--- src/rtl/uart_tx_slave_if.sv ---
`default_nettype none
// ============================================================================
// Module   : uart_tx_slave_if
// Brief    : Word-addressed bus command/result bundle for the UART TX slave.
// Revision : 1.0
// ============================================================================
interface uart_tx_slave_if;
    logic [29:0] address;
    logic        mem_read;
    logic        mem_write;
    logic [3:0]  mask_byte;
    logic [31:0] write_data;
    logic [31:0] result;

    modport master (
        output address, mem_read, mem_write, mask_byte, write_data,
        input  result
    );

    modport slave (
        input  address, mem_read, mem_write, mask_byte, write_data,
        output result
    );
endinterface
`default_nettype wire

--- src/rtl/uart_tx_slave.sv ---
`default_nettype none
// ============================================================================
// Module   : uart_tx_slave
// Brief    : Memory-mapped 8N1 UART transmitter with a small byte FIFO.
// Revision : 1.0
// ============================================================================
module uart_tx_slave #(
    parameter logic [15:0] DEFAULT_DIV = 16'd434,
    parameter int          FIFO_DEPTH  = 4
) (
    input  logic            clk_i,
    input  logic            rst_ni,
    uart_tx_slave_if.slave  bus,
    output logic            tx_o,
    output logic            irq_empty_o
);

    localparam int PTR_W = $clog2(FIFO_DEPTH);
    localparam int CNT_W = PTR_W + 1;

    typedef enum logic [1:0] {
        S_IDLE  = 2'd0,
        S_START = 2'd1,
        S_DATA  = 2'd2,
        S_STOP  = 2'd3
    } state_e;

    state_e             state_q;
    logic [7:0]         shift_q;
    logic [2:0]         bit_idx_q;
    logic [15:0]        bit_cnt_q;
    logic [15:0]        div_q;
    logic               tx_q;

    logic [7:0]         fifo_mem_q [FIFO_DEPTH];
    logic [PTR_W-1:0]   wr_ptr_q;
    logic [PTR_W-1:0]   rd_ptr_q;
    logic [CNT_W-1:0]   count_q;
    logic [CNT_W-1:0]   count_d;
    logic               overflow_q;
    logic [15:0]        baud_q;

    logic [1:0]         reg_sel;
    logic               wr_txdata;
    logic               wr_status_clr;
    logic               wr_baud;
    logic               fifo_full;
    logic               fifo_empty;
    logic               push;
    logic               pop;
    logic [15:0]        eff_div;
    logic [31:0]        status;
    logic               unused_bits;

    assign reg_sel       = bus.address[1:0];
    assign wr_txdata     = bus.mem_write && (reg_sel == 2'd0) && bus.mask_byte[0];
    assign wr_status_clr = bus.mem_write && (reg_sel == 2'd1) && bus.mask_byte[0]
                           && bus.write_data[3];
    assign wr_baud       = bus.mem_write && (reg_sel == 2'd2);
    assign fifo_full     = (count_q == CNT_W'(FIFO_DEPTH));
    assign fifo_empty    = (count_q == '0);
    // Full is judged on pre-edge state, so a pop on this edge never rescues a push.
    assign push          = wr_txdata && !fifo_full;
    assign pop           = (state_q == S_IDLE) && !fifo_empty;
    assign eff_div       = (baud_q == 16'd0) ? 16'd1 : baud_q;
    assign unused_bits   = ^{bus.address[29:2], bus.mask_byte[3:2], bus.write_data[31:16]};

    always_comb begin
        count_d = count_q;
        case ({push, pop})
            2'b10:   count_d = count_q + CNT_W'(1);
            2'b01:   count_d = count_q - CNT_W'(1);
            default: count_d = count_q;
        endcase
    end

    always_ff @(posedge clk_i) begin
        if (push) begin
            fifo_mem_q[wr_ptr_q] <= bus.write_data[7:0];
        end
    end

    always_ff @(posedge clk_i or negedge rst_ni) begin
        if (!rst_ni) begin
            wr_ptr_q   <= '0;
            rd_ptr_q   <= '0;
            count_q    <= '0;
            overflow_q <= 1'b0;
            baud_q     <= DEFAULT_DIV;
        end else begin
            count_q <= count_d;
            if (push) begin
                wr_ptr_q <= wr_ptr_q + PTR_W'(1);
            end
            if (pop) begin
                rd_ptr_q <= rd_ptr_q + PTR_W'(1);
            end
            if (wr_txdata && fifo_full) begin
                overflow_q <= 1'b1;
            end else if (wr_status_clr) begin
                overflow_q <= 1'b0;
            end
            if (wr_baud && bus.mask_byte[0]) begin
                baud_q[7:0] <= bus.write_data[7:0];
            end
            if (wr_baud && bus.mask_byte[1]) begin
                baud_q[15:8] <= bus.write_data[15:8];
            end
        end
    end

    // The divisor is latched at pop so a BAUD_DIV write only affects later frames.
    always_ff @(posedge clk_i or negedge rst_ni) begin
        if (!rst_ni) begin
            state_q   <= S_IDLE;
            shift_q   <= 8'd0;
            bit_idx_q <= 3'd0;
            bit_cnt_q <= 16'd0;
            div_q     <= 16'd1;
            tx_q      <= 1'b1;
        end else begin
            case (state_q)
                S_IDLE: begin
                    tx_q <= 1'b1;
                    if (!fifo_empty) begin
                        shift_q   <= fifo_mem_q[rd_ptr_q];
                        div_q     <= eff_div;
                        bit_cnt_q <= eff_div - 16'd1;
                        tx_q      <= 1'b0;
                        state_q   <= S_START;
                    end
                end
                S_START: begin
                    if (bit_cnt_q == 16'd0) begin
                        bit_cnt_q <= div_q - 16'd1;
                        bit_idx_q <= 3'd0;
                        tx_q      <= shift_q[0];
                        state_q   <= S_DATA;
                    end else begin
                        bit_cnt_q <= bit_cnt_q - 16'd1;
                    end
                end
                S_DATA: begin
                    if (bit_cnt_q == 16'd0) begin
                        bit_cnt_q <= div_q - 16'd1;
                        shift_q   <= {1'b0, shift_q[7:1]};
                        bit_idx_q <= bit_idx_q + 3'd1;
                        if (bit_idx_q == 3'd7) begin
                            tx_q    <= 1'b1;
                            state_q <= S_STOP;
                        end else begin
                            tx_q <= shift_q[1];
                        end
                    end else begin
                        bit_cnt_q <= bit_cnt_q - 16'd1;
                    end
                end
                S_STOP: begin
                    tx_q <= 1'b1;
                    if (bit_cnt_q == 16'd0) begin
                        state_q <= S_IDLE;
                    end else begin
                        bit_cnt_q <= bit_cnt_q - 16'd1;
                    end
                end
                default: begin
                    tx_q    <= 1'b1;
                    state_q <= S_IDLE;
                end
            endcase
        end
    end

    always_comb begin
        status              = 32'd0;
        status[0]           = (state_q != S_IDLE);
        status[1]           = fifo_full;
        status[2]           = fifo_empty;
        status[3]           = overflow_q;
        status[4 +: CNT_W]  = count_q;
    end

    always_comb begin
        bus.result = 32'd0;
        if (bus.mem_read) begin
            case (reg_sel)
                2'd1:    bus.result = status;
                2'd2:    bus.result = {16'd0, baud_q};
                default: bus.result = 32'd0;
            endcase
        end
    end

    assign tx_o        = tx_q;
    assign irq_empty_o = fifo_empty && (state_q == S_IDLE);

endmodule
`default_nettype wire

--- src/flat_wrapper.sv ---
// flat-port wrapper written by rule: the top's interface ports become plain ports
module uart_tx_slave_flat 
#(
    parameter logic [15:0] DEFAULT_DIV = 16'd434,
    parameter int          FIFO_DEPTH  = 4
)
  (clk_i, rst_ni, tx_o, irq_empty_o, bus_address, bus_mem_read, bus_mem_write, bus_mask_byte, bus_write_data, bus_result);
  uart_tx_slave_if bus_i ();
  input  logic clk_i;
  input  logic rst_ni;
  output logic tx_o;
  output logic irq_empty_o;
  input wire logic [$bits(bus_i.address)-1:0] bus_address;
  input wire logic [$bits(bus_i.mem_read)-1:0] bus_mem_read;
  input wire logic [$bits(bus_i.mem_write)-1:0] bus_mem_write;
  input wire logic [$bits(bus_i.mask_byte)-1:0] bus_mask_byte;
  input wire logic [$bits(bus_i.write_data)-1:0] bus_write_data;
  output wire logic [$bits(bus_i.result)-1:0] bus_result;
  assign bus_i.address = bus_address;
  assign bus_i.mem_read = bus_mem_read;
  assign bus_i.mem_write = bus_mem_write;
  assign bus_i.mask_byte = bus_mask_byte;
  assign bus_i.write_data = bus_write_data;
  assign bus_result = bus_i.result;
  uart_tx_slave #(.DEFAULT_DIV(DEFAULT_DIV), .FIFO_DEPTH(FIFO_DEPTH)) u_core (.clk_i(clk_i), .rst_ni(rst_ni), .bus(bus_i), .tx_o(tx_o), .irq_empty_o(irq_empty_o));
endmodule
--- config.mk ---
export PLATFORM = sky130hd
export DESIGN_NAME = uart_tx_slave_flat
export DESIGN_NICKNAME = d
export VERILOG_FILES = /design/src/rtl/uart_tx_slave_if.sv /design/src/rtl/uart_tx_slave.sv /design/src/flat_wrapper.sv
export SDC_FILE = /design/constraint.sdc
export NUM_CORES = 1
export LEC_CHECK = 0
export CAP_MARGIN = 0
export CORE_ASPECT_RATIO = 2
export CORE_MARGIN = 2
export CORE_UTILIZATION = 57
export CTS_CLUSTER_DIAMETER = 50
export DETAILED_ROUTE_END_ITERATION = 8
export MAX_ROUTING_LAYER = met4
export PLACE_DENSITY = 0.91
export SLEW_MARGIN = 40
export SYNTH_ARGS = -nofsm -noshare
export SYNTH_HDL_FRONTEND = slang
export SYNTH_SLANG_ARGS = --single-unit
--- constraint.sdc ---
create_clock -name clk_i -period 4.7 [get_ports clk_i]
set_input_delay 0.94 -clock clk_i [delete_from_list [all_inputs] [get_ports clk_i]]
set_output_delay 0.94 -clock clk_i [all_outputs]
set_load 0.01 [all_outputs]
==> load_flow_metrics.sql <==
INSERT INTO impl_metrics (metric_group, metric, value, unit) VALUES
('floorplan', 'fp.dieH', '146.9', 'um'),
('critical_path', 'critPathCaptureType', 'output pin', ''),
('pwr', 'report.power.total', '4.098', 'mW'),
('detailed_routing', 'final_antenna_net_count', '0', ''),
('cells_and_area', 'finish.cell_count_without_fillers', '752', ''),
('critical_path', 'worstPathRequired', '3760', 'ps'),
('detailed_routing', 'drt_pass1_iterations', '5', ''),
('critical_path', 'critPathArrivalTime', '2850', 'ps'),
('critical_path', 'crit_slowest_cell', 'sky130_fd_sc_hd__clkdlybuf4s50_1', ''),
('detailed_routing', 'vias', '4715', ''),
('floorplan', 'core_area', '10020', 'um2'),
('global_route', 'grt_pass1_wl', '24.16', 'mm'),
('yosys', 'ys.flop_type', 'sky130_fd_sc_hd__dfrtp_1', ''),
('job', 'max-cap-violations', '0', ''),
('pwr', 'leak', '2.694', 'nW'),
('sta', 'layout_min_cycle_time', '3786', 'ps'),
('floorplan', 'core.rowCount', '52', ''),
('global_route', 'grt_max_degree', '38', ''),
('yosys', 'netlist_top_cells_count', 'sky130_fd_sc_hd__nand2_1 (90), sky130_fd_sc_hd__dfrtp_1 (63), sky130_fd_sc_hd__nor2_1 (46), sky130_fd_sc_hd__o21ai_0 (34), sky130_fd_sc_hd__edfxtp_1 (32)', ''),
('placement', 'placed_area', '6277', 'um2'),
('hold_path', 'min_path_type', 'reg2reg', ''),
('global_route', 'grt_antenna_before_repair', '0', ''),
('placement', 'placed_cells_incl_taps', '736', ''),
('yosys', 'synth_sequential_area_ratio', '46.77', '%'),
('clock_network', 'ctsResizeCount', '0', ''),
('global_route', 'grt_overflow', '0', ''),
('critical_path', 'critical_path.max_stage_delay', '540', 'ps'),
('placement', 'hpwlAfterDp', '10.25', 'mm'),
('critical_path', 'critical-path-top-delay-family', 'buffers and inverters', ''),
('sta', 'timing.slew.headroom', '44.71', '%'),
('detailed_routing', 'wirelength', '14.45', 'mm'),
('yosys', 'synth_area_leader_cell', 'sky130_fd_sc_hd__dfrtp_1', ''),
('detailed_routing', 'dr.first_iter.drc_count', '410', ''),
('clock_network', 'root_buffer', 'sky130_fd_sc_hd__clkbuf_16', ''),
('floorplan', 'die_footprint', '11080', 'um2'),
('pwr', 'irDropWorstVdd', '0.3866', 'mV'),
('yosys', 'post-synth-top-count-cell', 'sky130_fd_sc_hd__nand2_1', ''),
('cells_and_area', 'multi_input_area', '2851', 'um2'),
('yosys', 'synth_warnings', '0', ''),
('sta', 'hold_viol_final', '0', ''),
('placement', 'number_of_buffers_added_on_ports', '41', ''),
('pwr', 'combinationalPowerShare', '43.8', '%'),
('run_status', 'run_status', 'finished, final reports clean', ''),
('detailed_routing', 'detailed_route_vias_per_instance', '6.270', ''),
('pwr', 'internal-power', '2.312', 'mW'),
('yosys', 'yosys_register_bits', '102', ''),
('yosys', 'post_synthesis_async_set_or_reset_flop_share', '68.63', '%'),
('critical_path', 'timing.critical_path.fanout_max', '18', ''),
('critical_path', 'slack_of_the_worst_reg_to_reg_path', '1840', 'ps'),
('critical_path', 'worst-path-buf-inv', '3', ''),
('sta', 'period_share', '80.54', '%'),
('clock_network', 'cts.repair_timing.setup_buffer_count', '0', ''),
('clock_network', 'clock_tree_from_tritoncts', 'yes', ''),
('global_route', 'gr-usage-all-layers', '29.22', '%'),
('pwr', 'power.clock.fraction', '18.9', '%'),
('cells_and_area', 'finalNetCount', '702', ''),
('critical_path', 'crit_top_cell', 'sky130_fd_sc_hd__clkdlybuf4s50_1', ''),
('sta', 'worst_pin_slew', '829.3', 'ps'),
('sta', 'max_clock_freq', '264.2', 'MHz'),
('pwr', 'switchingPower', '1.787', 'mW'),
('detailed_routing', 'detail_route.wl_per_cell', '19.21', 'um'),
('cells_and_area', 'fin_area', '6604', 'um2'),
('cells_and_area', 'finalCoreUtilization', '65.91', '%'),
('floorplan', 'die-width', '75.44', 'um'),
('yosys', 'synth.avg_cell_area', '10.03', 'um2'),
('critical_path', 'timing_worst_setup_path_type', 'in2out', ''),
('sta', 'totalNegativeSetupSlack', '0', 'ps'),
('cells_and_area', 'regArea', '2721', 'um2'),
('pwr', 'switching_share', '43.59', '%'),
('sta', 'final-max-slew-violation-count', '0', ''),
('cells_and_area', 'n_antenna_cell', '0', '');
[sequential cells by signal (all words and copies together), names as in the netlist]
signal / flops
u_core.baud_q: 16
u_core.bit_cnt_q: 16
u_core.bit_idx_q: 3
u_core.count_q: 3
u_core.div_q: 16
u_core.fifo_mem_q: 32
u_core.overflow_q: 1
u_core.rd_ptr_q: 2
u_core.shift_q: 8
u_core.state_q: 2
u_core.tx_o: 1
u_core.wr_ptr_q: 2
[cell usage in the layout (no fill, tap or decap), drive strengths merged, types with 13 or more instances in the layout]
| cell | instances |
|---|---|
| mux2 | 17 |
| edfxtp | 32 |
| o21ai | 37 |
| xor2 | 20 |
| nor3 | 13 |
| nand2 | 90 |
| ha | 19 |
| conb | 16 |
| nor2 | 46 |
| dfrtp | 63 |
| mux2i | 15 |
| xnor2 | 13 |
| clkdlybuf4s50 | 40 |
| inv | 24 |
| a21oi | 18 |
[area by class of cell]
| class | instances | share of cell area [%] |
|---|---|---|
| Clock buffer | 9 | 3.410 |
| Clock inverter | 7 | 1.421 |
| Inverter | 22 | 1.250 |
| Multi-Input combinational cell | 429 | 43.18 |
| Sequential cell | 102 | 41.21 |
| Tap cell | 135 | 2.558 |
| Timing Repair Buffer | 48 | 6.972 |
[cell families (layout without fill, tap and decap cells)]
group	after synthesis	after routing	synth area share (%)
AOI/OAI and AO/OA	105	105	11.68
xor gates and xnor gates	33	33	4.968
adders and majority gates	20	20	4.430
buffers and inverters	64	86	5.376
DFF	102	102	46.77
muxes	40	40	8.968
other	1	16	0.06445
and+or+nand+nor	215	215	17.74
[worst paths after layout]
check,from,to,cells after the start
min in group asynchronous,rst_ni,u_core.bit_cnt_q[12],1
hold reg to reg,u_core.overflow_q,u_core.overflow_q,2
max in group asynchronous,rst_ni,u_core.div_q[0],2
hold / removal,u_core.overflow_q,u_core.overflow_q,2
setup / recovery,bus_address[0],bus_result[2],6
setup reg to reg,u_core.baud_q[12],u_core.bit_cnt_q[10],10
[power groups by stage]
stage                     registers (mW)  logic (mW)  clock network, mW
final                               1.53        1.79              0.776
after detailed placement            1.53        1.72                  0
after global routing                1.57        1.99              0.812
after global placement              1.51        1.63                  0
after CTS                           1.52        1.76              0.775
after floorplan                     1.40        1.37                  0
[layer usage]
| layer | global-route usage [%] | vias to the layer above | routed length, um |
|---|---|---|---|
| met4 | 13.77 | 0 | 833 |
| met1 | 32.35 | 2263 | 5000 |
| met2 | 49.65 | 255 | 7841 |
| met3 | 4.458 | 87 | 773 |
| met5 | - | - | 0 |
| li1 | - | 2110 | - |
[worst reg2reg max path: stages, from the launching register on]
cell and delay (ps):
sky130_fd_sc_hd__dfrtp_1 460, sky130_fd_sc_hd__nor4_1 730, sky130_fd_sc_hd__nand4_1 300, sky130_fd_sc_hd__nor2_1 160, sky130_fd_sc_hd__nor2_1 100, sky130_fd_sc_hd__ha_1 310
sky130_fd_sc_hd__nand3_1 160, sky130_fd_sc_hd__or3_1 140, sky130_fd_sc_hd__xnor2_1 60, sky130_fd_sc_hd__a22oi_1 180, sky130_fd_sc_hd__o21ai_0 110
Note: power is estimated with default switching activity, not from simulation.
